## config.mk

```make
export PLATFORM = sky130hd
export DESIGN_NAME = axi_lite_cmd_master
export DESIGN_NICKNAME = d
export VERILOG_FILES = /design/src/rtl/axi_lite_cmd_master.sv
export SDC_FILE = /design/constraint.sdc
export NUM_CORES = 1
export LEC_CHECK = 0
export BUFFER_PORTS_ARGS = -buffer_cell sky130_fd_sc_hd__clkbuf_2
export CORE_MARGIN = 2
export CORE_UTILIZATION = 45
export DETAILED_ROUTE_END_ITERATION = 6
export GPL_TIMING_DRIVEN = 0
export PLACE_DENSITY = 0.81
export RECOVER_POWER = 50
export SYNTH_ARGS = -nofsm -noshare
export SYNTH_HDL_FRONTEND = slang
export SYNTH_SLANG_ARGS = --single-unit
```

## constraint.sdc

```tcl
create_clock -name M_AXI_ACLK -period 2.5 [get_ports M_AXI_ACLK]
set_input_delay 0.5 -clock M_AXI_ACLK [delete_from_list [all_inputs] [get_ports M_AXI_ACLK]]
set_output_delay 0.5 -clock M_AXI_ACLK [all_outputs]
set_load 0.03 [all_outputs]
```

## src/rtl/axi_lite_cmd_master.sv

```systemverilog
// AXI4-Lite initiator: turns one-at-a-time cmd/rsp requests into AXI4-Lite reads/writes, one outstanding.
// Latency: accept-to-rsp_valid is 3 cycles minimum, +1 per responder wait cycle; 5-cycle peak issue rate.
// Backpressure: cmd_ready low while busy; rsp_* held until rsp_ready; watchdog only flags, never aborts.
module axi_lite_cmd_master #(
  parameter int STALL_LIMIT = 1024
) (
  input  logic        M_AXI_ACLK,
  input  logic        M_AXI_ARESETN,
  input  logic        cmd_valid,
  output logic        cmd_ready,
  input  logic        cmd_write,
  input  logic [31:0] cmd_addr,
  input  logic [31:0] cmd_wdata,
  input  logic [3:0]  cmd_wstrb,
  output logic        rsp_valid,
  input  logic        rsp_ready,
  output logic        rsp_write,
  output logic [31:0] rsp_rdata,
  output logic [1:0]  rsp_resp,
  output logic        stall_flag,
  output logic [31:0] M_AXI_AWADDR,
  output logic        M_AXI_AWVALID,
  input  logic        M_AXI_AWREADY,
  output logic [31:0] M_AXI_WDATA,
  output logic [3:0]  M_AXI_WSTRB,
  output logic        M_AXI_WVALID,
  input  logic        M_AXI_WREADY,
  input  logic [1:0]  M_AXI_BRESP,
  input  logic        M_AXI_BVALID,
  output logic        M_AXI_BREADY,
  output logic [31:0] M_AXI_ARADDR,
  output logic        M_AXI_ARVALID,
  input  logic        M_AXI_ARREADY,
  input  logic [31:0] M_AXI_RDATA,
  input  logic [1:0]  M_AXI_RRESP,
  input  logic        M_AXI_RVALID,
  output logic        M_AXI_RREADY
);

  typedef enum logic [2:0] {
    S_IDLE, S_WR, S_WRESP, S_RADDR, S_RDATA, S_RSP
  } state_t;

  localparam logic [15:0] LIMIT = 16'(STALL_LIMIT);

  state_t      state_q, state_d;
  logic        awvalid_d, wvalid_d;
  logic [15:0] wd_cnt_q, wd_cnt_d;
  logic [31:0] addr_q;
  logic        cmd_fire, aw_fire, w_fire, b_fire, ar_fire, r_fire, rsp_fire;
  logic        wd_active;

  assign cmd_fire = cmd_valid && cmd_ready;
  assign aw_fire  = M_AXI_AWVALID && M_AXI_AWREADY;
  assign w_fire   = M_AXI_WVALID && M_AXI_WREADY;
  assign b_fire   = M_AXI_BVALID && M_AXI_BREADY;
  assign ar_fire  = M_AXI_ARVALID && M_AXI_ARREADY;
  assign r_fire   = M_AXI_RVALID && M_AXI_RREADY;
  assign rsp_fire = rsp_valid && rsp_ready;

  // The same latched address serves both channels; only the matching valid is ever raised.
  assign M_AXI_AWADDR = addr_q;
  assign M_AXI_ARADDR = addr_q;

  assign wd_active = (state_q == S_WR) || (state_q == S_WRESP) ||
                     (state_q == S_RADDR) || (state_q == S_RDATA);

  // Next-state and next AW/W valids; each write valid drops independently on its own handshake.
  always_comb begin
    state_d   = state_q;
    awvalid_d = M_AXI_AWVALID;
    wvalid_d  = M_AXI_WVALID;
    case (state_q)
      S_IDLE: begin
        if (cmd_fire) begin
          state_d   = cmd_write ? S_WR : S_RADDR;
          awvalid_d = cmd_write;
          wvalid_d  = cmd_write;
        end
      end
      S_WR: begin
        if (aw_fire) awvalid_d = 1'b0;
        if (w_fire)  wvalid_d  = 1'b0;
        if (!awvalid_d && !wvalid_d) state_d = S_WRESP;
      end
      S_WRESP: if (b_fire)   state_d = S_RSP;
      S_RADDR: if (ar_fire)  state_d = S_RDATA;
      S_RDATA: if (r_fire)   state_d = S_RSP;
      S_RSP:   if (rsp_fire) state_d = S_IDLE;
      default: state_d = S_IDLE;
    endcase
  end

  // Watchdog count: restarts on any state change, advances only while waiting on the responder.
  always_comb begin
    wd_cnt_d = wd_cnt_q;
    if (state_d != state_q)
      wd_cnt_d = '0;
    else if (wd_active && (wd_cnt_q != 16'hFFFF))
      wd_cnt_d = wd_cnt_q + 16'd1;
  end

  // State, registered handshake outputs, watchdog and flag.
  always_ff @(posedge M_AXI_ACLK or negedge M_AXI_ARESETN) begin
    if (!M_AXI_ARESETN) begin
      state_q       <= S_IDLE;
      cmd_ready     <= 1'b0;
      rsp_valid     <= 1'b0;
      M_AXI_AWVALID <= 1'b0;
      M_AXI_WVALID  <= 1'b0;
      M_AXI_BREADY  <= 1'b0;
      M_AXI_ARVALID <= 1'b0;
      M_AXI_RREADY  <= 1'b0;
      wd_cnt_q      <= '0;
      stall_flag    <= 1'b0;
    end else begin
      state_q       <= state_d;
      // Re-armed one cycle after returning to IDLE, so accept-to-accept is at least 5 cycles.
      cmd_ready     <= (state_q == S_IDLE) && !cmd_fire;
      rsp_valid     <= (state_d == S_RSP);
      M_AXI_AWVALID <= awvalid_d;
      M_AXI_WVALID  <= wvalid_d;
      M_AXI_BREADY  <= (state_d == S_WRESP);
      M_AXI_ARVALID <= (state_d == S_RADDR);
      M_AXI_RREADY  <= (state_d == S_RDATA);
      wd_cnt_q      <= wd_cnt_d;
      if (wd_cnt_d >= LIMIT) stall_flag <= 1'b1;
    end
  end

  // Command and response data registers.
  always_ff @(posedge M_AXI_ACLK or negedge M_AXI_ARESETN) begin
    if (!M_AXI_ARESETN) begin
      addr_q      <= '0;
      M_AXI_WDATA <= '0;
      M_AXI_WSTRB <= '0;
      rsp_write   <= 1'b0;
      rsp_rdata   <= '0;
      rsp_resp    <= '0;
    end else begin
      if ((state_q == S_IDLE) && cmd_fire) begin
        addr_q      <= cmd_addr;
        M_AXI_WDATA <= cmd_wdata;
        M_AXI_WSTRB <= cmd_wstrb;
        rsp_write   <= cmd_write;
      end
      if ((state_q == S_WRESP) && b_fire) begin
        rsp_resp  <= M_AXI_BRESP;
        rsp_rdata <= '0;
        rsp_write <= 1'b1;
      end
      if ((state_q == S_RDATA) && r_fire) begin
        rsp_resp  <= M_AXI_RRESP;
        rsp_rdata <= M_AXI_RDATA;
        rsp_write <= 1'b0;
      end
    end
  end

endmodule

```

==> results of run 1 <==
==> metrics by stage <==
| step | std cells | worst slack (ps) | setup TNS (ps) | instance area, um^2 | hold WS [ps] |
|---|---|---|---|---|---|
| detailed placement | 990 | 243 | 0 | 7130 | 461 |
| global placement | 989 | -1060 | -136250 | 7100 | 457 |
| CTS | 1021 | 235 | 0 | 7670 | 60.9 |
| global route | 1021 | 57.7 | 0 | 7570 | 265 |
| finish | 1021 | 245 | 0 | 7570 | 279 |
| floorplan | 565 | 745 | 0 | 5610 | 204 |
==> layout make-up <==
cell class                 instances  area share (%)
sequential                       130            43.0
inverter                           6           0.297
tap                              168            2.78
multi-input combinational        370            26.0
clock inverter                    12            1.22
buffer                            59            4.74
timing repair buffer             257            16.1
clock buffer                      19            5.85
==> logic make-up (layout without fill, tap and decap cells) <==
kind of cell,count (synthesis),after routing
buf+inv,65,353
simple gates,293,293
mux,3,3
compound gates,58,58
fa+ha+maj,1,1
flops,130,130
xor+xnor,15,15
==> state kept, by name, summed over array words and instances, names as in the netlist, 2 cells and up <==
signal	count
M_AXI_ARADDR	32
M_AXI_WDATA	32
rsp_rdata	32
wd_cnt_q	16
M_AXI_WSTRB	4
state_q	3
rsp_resp	2
==> tightest hold or removal path: cells and delay by family <==
| family | cells | cell delay (ps) |
|---|---|---|
| simple gates | 2 | 80 |
| buf+inv | 1 | 70 |
==> cells in the final DEF (no fill, tap or decap), types with 2 or more instances in the layout <==
master      instances
nand2_1           218
clkbuf_2          187
dfrtp_1           130
clkbuf_1           90
buf_4              34
a22o_1             32
nor2_1             28
clkbuf_16          17
xnor2_1            10
nand3_1             8
clkinv_2            8
and3_1              7
inv_1               6
xor2_1              5
o21ai_0             4
nand4_1             4
nor3_2              3
nor3_4              3
nor3_1              3
o22a_1              3
nand2b_1            3
mux2i_1             3
clkinvlp_4          3
buf_2               2
or2_2               2
a21oi_1             2
nor2_2              2
and4_1              2
a22oi_1             2
buf_1               2
o31a_1              2
==> path summary, 6_finish.rpt <==
kind,slack (ps),endpoint,cells after the start,from
worst max-delay path,250,wd_cnt_q[5]$_DFF_PN0_,6,state_q[1]$_DFF_PN0_
worst min-delay path,280,M_AXI_ARADDR[0]$_DFFE_PN0P_,3,cmd_addr[0]
worst max register to register,250,wd_cnt_q[5]$_DFF_PN0_,6,state_q[1]$_DFF_PN0_
worst min register to register,470,M_AXI_WDATA[25]$_DFFE_PN0P_,2,M_AXI_WDATA[25]$_DFFE_PN0P_
max in group asynchronous,1060,M_AXI_WDATA[22]$_DFFE_PN0P_,2,M_AXI_ARESETN
min in group asynchronous,450,wd_cnt_q[12]$_DFF_PN0_,1,M_AXI_ARESETN
==> where the power goes <==
group | internal, mW | switching (mW)
Combinational | 1.65 | 3.76
Clock | 1.37 | 0.861
Sequential | 2.98 | 0.582
Total | 5.99 | 5.20
==> cells in the mapped netlist, drive strengths merged, types with 2 or more instances <==
cell      n  area [um^2]
and2      2         15.0
a22o     32          280
nor4      2         27.5
nand3     9         50.1
o21ai     6         33.8
clkbuf   19         71.3
or3       2         17.5
inv       6         22.5
nor2     30          118
nor3      9         93.8
o31a      2         17.5
nand2   218          818
mux2i     3         30.0
and3      7         43.8
buf      40          292
and4      2         17.5
a21oi     2         10.0
nand4     5         37.5
xnor2    10         87.6
or2       2         12.5
nand2b    4         27.5
o22a      3         26.3
xor2      5         43.8
dfrtp   130         3250
a21boi    2         26.3
a22oi     2         15.0
==> per-layer routing <==
metal	routed length (um)	track usage, %	up-vias
li1	-	-	2373
met1	6060	28.1	2256
met2	7140	35.2	164
met3	839	6.49	20
met4	282	8.97	0
met5	0	0	-
==> reports/results.ini, run 1 <==
[pwr]
power_density_mw_per_mm2 = 1480
static-leakage-power_nw = 4.08
total_power_mw = 11.2
ir_drop_mv = 0.899

[logic_synthesis]
async_flop_share_pct = 100
synth_seq_cells = 130
yosysUniqueCellTypes = 52
syn_area_mm2 = 0.00561
synth_compound_area_share_pct = 9.06
synthAdderAreaFrac_pct = 0.223
ys_warn_count = 0
synth_flop_cell = dfrtp_1
syn_avg_cell_area_um2 = 9.92
synth_edf_count = 0
synth_fp_nets = 680
muxShareOfSynthArea_pct = 0.536
synthSimpleGateAreaFrac_pct = 22.9
synth.yosys.seq_area_share_pct = 58.0
synth_xor_area_share_pct = 2.34
syn_inst = 565
synth_top_family_by_area = simple AND/OR/NAND/NOR gates

[clock_network]
cts.clk_slew.worst_paths_ps = 50
cts_resized = 0
cts_buffers = 17
hold_buffers = 0
cts_max_level = 4
cts_tree = built
clock-root-buffer = clkbuf_16
post_cts_buffers = 0
clock-sinks = 130
clockBufferDepth = 2
clk_latency_ps = 400

[detailed_routing]
wl_mm = 14.3
drt_first_pass_iters = 4
drc_errors = 0
num_vias = 4813
ant_nets = 0
routed_via_density = 4.71
post_drt_wl_per_cell_um = 14.0
drtIter0Drc = 304

[critical_path]
crit_path_end_kind = flip-flop
worst-path-max-fanout = 10
critPathTopFamily = simple AND/OR/NAND/NOR gates
crit_buf_inv = 1
required_ps = 2790
worst_setup_path_start_kind = flip-flop
worst_path_max_delay_cell = dfrtp_1
slowest_delay_ps = 460
worstPathCellList = nor3_2 -> nand3_1 -> o22a_1 -> o221ai_4 -> buf_4 -> nor2_1
path_class = flip-flop to flip-flop
arrival_ps = 2550

[sta]
min_period_ps = 2250
slew_violations = 0
max_freq_ghz = 0.444
period_share_pct = 90.2
skew_ps = 7.39
rsz0062_at_grt = no
maxSlewHeadroom_pct = 1.63
setup_viol = 0
finalHoldViolCount = 0
tightest_slew_ps = 1480

[finish]
seq_area_mm2 = 0.00325
syn_to_final_growth_pct = 35.0
drive_gt1_share_pct = 32.2
multi_input_area_mm2 = 0.00197
fillers = 1054
final_util_pct = 62.5
num_antenna_cells = 0
layout.nets = 956

[global_routing]
antenna_found_initial = 0
grt_overflow = 0
grt_start_max_net_pins = 72
grt_pass1_vias = 4602
grt_pass1_wl_mm = 22.5
grt_use_total_pct = 22.0

[placement]
numPortBuffers = 256
dp_hpwl_mm = 10.6
routabilityCongestion = 0.862

[floorplan]
start_util_pct = 46.3
ios = 257
die-area_mm2 = 0.0134
die_y_um = 116
row_count = 40
die_w_um = 116
core_mm2 = 0.0121

[run_status]
status = completed

[job]
max_cap_viol_count = 0

[hold_path]
hold_path.class = input pin to flip-flop

Power figures use the tool's default switching activity.
==> inputs of run 2 (changes only) <==
--- a/config.mk
+++ b/config.mk
@@ -8,9 +8,10 @@
 export BUFFER_PORTS_ARGS = -buffer_cell sky130_fd_sc_hd__clkbuf_2
 export CORE_MARGIN = 2
 export CORE_UTILIZATION = 45
+export CTS_BUF_LIST = sky130_fd_sc_hd__clkbuf_2 sky130_fd_sc_hd__clkbuf_4 sky130_fd_sc_hd__clkbuf_8
 export DETAILED_ROUTE_END_ITERATION = 6
 export GPL_TIMING_DRIVEN = 0
-export PLACE_DENSITY = 0.81
+export PLACE_DENSITY = 0.77
 export RECOVER_POWER = 50
 export SYNTH_ARGS = -nofsm -noshare
 export SYNTH_HDL_FRONTEND = slang
==> run 2 against run 1 <==
Worst setup slack improved by 24 ps. Flip-flop and latch count did not move. Hold slack got worse by 31 ps. Cell count rose by 0.20%. Design area fell by 1.2%. Critical endpoint is now wd_cnt_q[7]$_DFF_PN0_. Via count rose by 0.96%. Register-to-register slack improved by 20 ps. First-iteration DRC count rose by 0.33%. Sequential power barely moved.
==> reports/results.ini, run 2 (synthesis results as in run 1) <==
[sta]
rsz0062_at_grt = no
period_share_pct = 89.2
setup_viol = 0
min_period_ps = 2230
maxSlewHeadroom_pct = 22.8
slew_violations = 0
finalHoldViolCount = 0
skew_ps = 6.70
max_freq_ghz = 0.448
tightest_slew_ps = 1160
worst_slack_ps = 269

[placement]
numPortBuffers = 256
dp_hpwl_mm = 10.8
place_inst = 990
pre_cts_ws_ps = 231
routabilityCongestion = 0.791

[global_routing]
grt_overflow = 0
grt_start_max_net_pins = 85
grt_pass1_vias = 4716
grt_pass1_wl_mm = 22.8
grt_use_total_pct = 22.1
antenna_found_initial = 0

[critical_path]
worst_setup_path_start_kind = flip-flop
crit_path_end_kind = flip-flop
worst-path-max-fanout = 10
arrival_ps = 2560
r2r_slack_ps = 270
r2r_start = state_q[2]$_DFF_PN0_
reg2reg_to = wd_cnt_q[7]$_DFF_PN0_
path_class = flip-flop to flip-flop
r2r_cells = 7
required_ps = 2830
setup.worst_path.start = state_q[2]$_DFF_PN0_
crit_path_end = wd_cnt_q[7]$_DFF_PN0_

[pwr]
combPwrFrac_pct = 49.7
switching_share_pct = 47.7
power_density_mw_per_mm2 = 1460
p_clk_share_pct = 17.9
static-leakage-power_nw = 4.03
ir_drop_mv = 0.698
p_int_mw = 5.72
power.switching_mw = 5.21
p_seq_share_pct = 32.5

[clock_network]
cts_buffers = 17
clk_latency_ps = 440
cts.clk_slew.worst_paths_ps = 80
cts_resized = 0
cts_max_level = 4
clock-sinks = 130
clockBufferDepth = 2
cts_tree = built
clock-root-buffer = clkbuf_8

[finish]
stdcell_count = 1023
final_common_cell = nand2_1
syn_to_final_growth_pct = 33.4
num_antenna_cells = 0
final_cell_mix = nand2_1, clkbuf_2, dfrtp_1
drive_gt1_share_pct = 32.4
layout.nets = 957

[detailed_routing]
drt_first_pass_iters = 4
post_drt_wl_per_cell_um = 14.4
ant_nets = 0
routed_via_density = 4.75
wl_mm = 14.7
drtIter0Drc = 305
num_vias = 4859
drc_errors = 0

[floorplan]
core_mm2 = 0.0121
ios = 257
row_count = 40
start_util_pct = 46.3
die_y_um = 116
die-area_mm2 = 0.0134
die_w_um = 116

[job]
max_cap_viol_count = 0

[hold_path]
hold_path.class = input pin to flip-flop

[run_status]
status = completed

==> run 2: changes by cell type in the layout (fill, tap and decap cells not counted) <==
cell and change:
clkinv_2 -4, clkbuf_16 -17, clkinv_4 +2, clkbuf_8 +17
dlygate4sd3_1 +1, clkbuf_1 -1, bufinv_16 +3, clkinvlp_4 +1
==> run 2: worst min-delay path by stage <==
stage	slack, ps	depth (start not counted)	from	endpoint
floorplan	200	0	M_AXI_ARESETN	M_AXI_ARADDR[0]$_DFFE_PN0P_
global placement	460	2	M_AXI_WDATA[9]$_DFFE_PN0P_	M_AXI_WDATA[9]$_DFFE_PN0P_
detailed placement	460	1	M_AXI_ARESETN	M_AXI_WDATA[1]$_DFFE_PN0P_
CTS	220	3	cmd_addr[31]	M_AXI_ARADDR[31]$_DFFE_PN0P_
global route	220	3	cmd_addr[31]	M_AXI_ARADDR[31]$_DFFE_PN0P_
finish	250	3	cmd_wdata[15]	M_AXI_WDATA[15]$_DFFE_PN0P_
==> run 2: area by class of cell <==
class	instances	area (um^2)
Inverter	6	22.5
Buffer	59	359
Clock inverter	14	188
Sequential cell	130	3250
Tap cell	168	210
Timing Repair Buffer	258	1230
Fill cell	1140	4630
Multi-Input combinational cell	370	1970
Clock buffer	18	248
==> run 2: power groups by stage <==
stage               combinational (mW)  sequential, mW  clock [mW]
floorplan                         2.33            5.14           0
global placement                  5.53            3.56           0
detailed placement                5.62            3.56           0
CTS                               5.63            3.55        1.99
global route                      5.88            3.66        2.09
finish                            5.43            3.55        1.96
==> run 2: metrics by stage <==
step	hold slack, ps	total power, mW	TNS [ps]	instance area, um^2	util (%)
6_report	248	10.9	0	7480	61.8
3_5_place_dp	463	9.18	0	7130	58.9
3_3_place_gp	458	9.09	-142270	7100	58.6
2_1_floorplan	204	7.47	0	5610	-
5_1_grt	222	11.6	0	7480	61.8
4_1_cts	218	11.2	0	7580	62.6
==> run 2: timing repair <==
item | in CTS | in global routing
hold buffers | 1 | 0
hold endpoints to repair | 46 | 0
buffers inserted | 0 | 0
==> run 2: per-layer routing <==
layer / share of wire (%) / routed length [um] / global-route usage [%]
met5: 0 / 0 / 0
met4: 2.5 / 360 / 9.84
met3: 5.1 / 750 / 5.86
met2: 51 / 7460 / 36.2
met1: 42 / 6110 / 27.8
==> run 2: critical path: stages (launching register included) <==
cell and delay (ps):
dfrtp_1 390, buf_4 170, nor3_2 160, nand3_1 410, o22a_1 390, o221ai_4 290
buf_4 240, nor2_1 60
==> inputs of run 3 (changes only) <==
--- a/config.mk
+++ b/config.mk
@@ -11,8 +11,9 @@
 export CTS_BUF_LIST = sky130_fd_sc_hd__clkbuf_2 sky130_fd_sc_hd__clkbuf_4 sky130_fd_sc_hd__clkbuf_8
 export DETAILED_ROUTE_END_ITERATION = 6
 export GPL_TIMING_DRIVEN = 0
-export PLACE_DENSITY = 0.77
+export PLACE_DENSITY_LB_ADDON = 0.08
 export RECOVER_POWER = 50
 export SYNTH_ARGS = -nofsm -noshare
 export SYNTH_HDL_FRONTEND = slang
 export SYNTH_SLANG_ARGS = --single-unit
+export TNS_END_PERCENT = 100
==> run 3 against run 2 <==
Design area rose by 0.42%. Combinational power barely moved. Sequential share of layout area fell by 0.18 points. Critical path type unchanged. Critical endpoint unchanged.
==> reports/results.ini, run 3 (synthesis results as in run 1) <==
[critical_path]
r2r_slack_ps = 320
worstPathCellList = buf_4 -> nor3_2 -> nand3_1 -> o22a_1 -> o221ai_4 -> buf_4 -> nor2_1
cp.depth = 7
r2r_start = state_q[2]$_DFF_PN0_
critPathTopFamily = compound AO/OA/AOI/OAI gates
reg2reg_to = wd_cnt_q[7]$_DFF_PN0_
path_class = flip-flop to flip-flop
worst_setup_path_start_kind = flip-flop
required_ps = 2820
crit_path_frequent_cell = buf_4
crit_buf_inv = 2
worst-path-max-fanout = 10
crit_path_end_kind = flip-flop
slowest_delay_ps = 390
r2r_cells = 7
arrival_ps = 2500
worst_path_max_delay_cell = dfrtp_1

[placement]
routabilityCongestion = 0.757
numPortBuffers = 256
place_inst = 990
dp_hpwl_mm = 10.8

[floorplan]
die_y_um = 116
core_mm2 = 0.0121
start_util_pct = 46.3
die-area_mm2 = 0.0134
die_w_um = 116
ios = 257
row_count = 40

[global_routing]
grt_start_max_net_pins = 85
grt_pass1_wl_mm = 22.9
grt.met3_usage_pct = 8.05
gr-max-usage-layer = met2
antenna_found_initial = 0
grt_overflow = 0
grtUsageMet2_pct = 36.3
grt_use_total_pct = 22.2
use_met1_pct = 27.7
grt_pass1_vias = 4702

[detailed_routing]
num_vias = 4868
drtIter0Drc = 179
ant_nets = 0
post_drt_wl_per_cell_um = 14.2
drc_errors = 0
routed_via_density = 4.76
wl_mm = 14.5
drt_first_pass_iters = 6

[clock_network]
cts.clk_slew.worst_paths_ps = 80
hold_buffers = 1
clockBufferDepth = 2
cts_tree = built
cts_buffers = 17
cts_max_level = 4
cts_resized = 0
clk_latency_ps = 430
clock-sinks = 130
clock-root-buffer = clkbuf_8
post_cts_buffers = 0

[finish]
syn_to_final_growth_pct = 34.0
fillers = 1093
final_common_cell = nand2_1
final_cell_mix = nand2_1, clkbuf_2, dfrtp_1
layout.nets = 957
drive_gt1_share_pct = 32.5
stdcell_count = 1023
final_util_pct = 62.0
num_antenna_cells = 0

[sta]
finalHoldViolCount = 0
max_freq_ghz = 0.459
slew_violations = 0
maxSlewHeadroom_pct = 20.2
period_share_pct = 87.2
rsz0062_at_grt = no
skew_ps = 9.07
min_period_ps = 2180
fin_hold_ws_ps = 252
tns_ps = 0
setup_viol = 0
tightest_slew_ps = 1200

[run_status]
status = completed

[pwr]
total_power_mw = 11.0
power_density_mw_per_mm2 = 1460
ir_drop_mv = 0.745
static-leakage-power_nw = 4.05

[hold_path]
hold_path.class = input pin to flip-flop
min_from = cmd_addr[29]
hold_depth = 3
whs_endpoint = M_AXI_ARADDR[29]$_DFFE_PN0P_

[job]
max_cap_viol_count = 0

-- run 3: changes by cell type in the layout (fill, tap and decap cells not counted) --
cell and delta:
clkinv_4 -1, inv_6 +2, clkbuf_1 -1, buf_4 +1
clkinv_2 -3, clkinvlp_4 -1, clkbuf_8 +3
-- run 3: cell type report --
type	instances	area (um^2)	share of cell area [%]
Sequential cell	130	3250	43.3
Inverter	6	22.5	0.300
Buffer	59	363	4.83
Timing Repair Buffer	258	1230	16.4
Clock buffer	21	289	3.85
Multi-Input combinational cell	370	1970	26.2
Tap cell	168	210	2.80
Clock inverter	11	174	2.32
-- run 3: worst max path at each step --
stage / startpoint / end
after floorplan: state_q[1]$_DFF_PN0_ / stall_flag$_DFFE_PN0P_
after global placement: M_AXI_ARESETN / M_AXI_WDATA[10]$_DFFE_PN0P_
after global routing: state_q[1]$_DFF_PN0_ / wd_cnt_q[10]$_DFF_PN0_
final: state_q[2]$_DFF_PN0_ / wd_cnt_q[7]$_DFF_PN0_
after detailed placement: state_q[1]$_DFF_PN0_ / wd_cnt_q[13]$_DFF_PN0_
after CTS: state_q[1]$_DFF_PN0_ / wd_cnt_q[7]$_DFF_PN0_
-- run 3: per-stage QoR --
| step | setup slack, ps | area [um^2] |
|---|---|---|
| after global routing | 121 | 7510 |
| after detailed placement | 254 | 7130 |
| after CTS | 241 | 7610 |
| final | 320 | 7510 |
| after global placement | -1080 | 7100 |
| after floorplan | 745 | 5610 |
-- run 3: power breakdown --
part / total [mW] / leakage (nW) / internal [mW] / switching, mW
sequential: 3.56 / 1.69 / 2.97 / 0.586
clock: 2.03 / 0.225 / 1.20 / 0.826
combinational: 5.42 / 2.14 / 1.65 / 3.76
-- run 3: worst min-delay path: stages --
cell      delay [ps]
clkbuf_2          80
nand2_1           40
nand2_1           40
-- run 3: routing by layer --
layer	up-vias	share of wire (%)
met1	2316	42
li1	2369	-
met4	0	0.88
met5	-	0
met3	10	8.0
met2	173	49
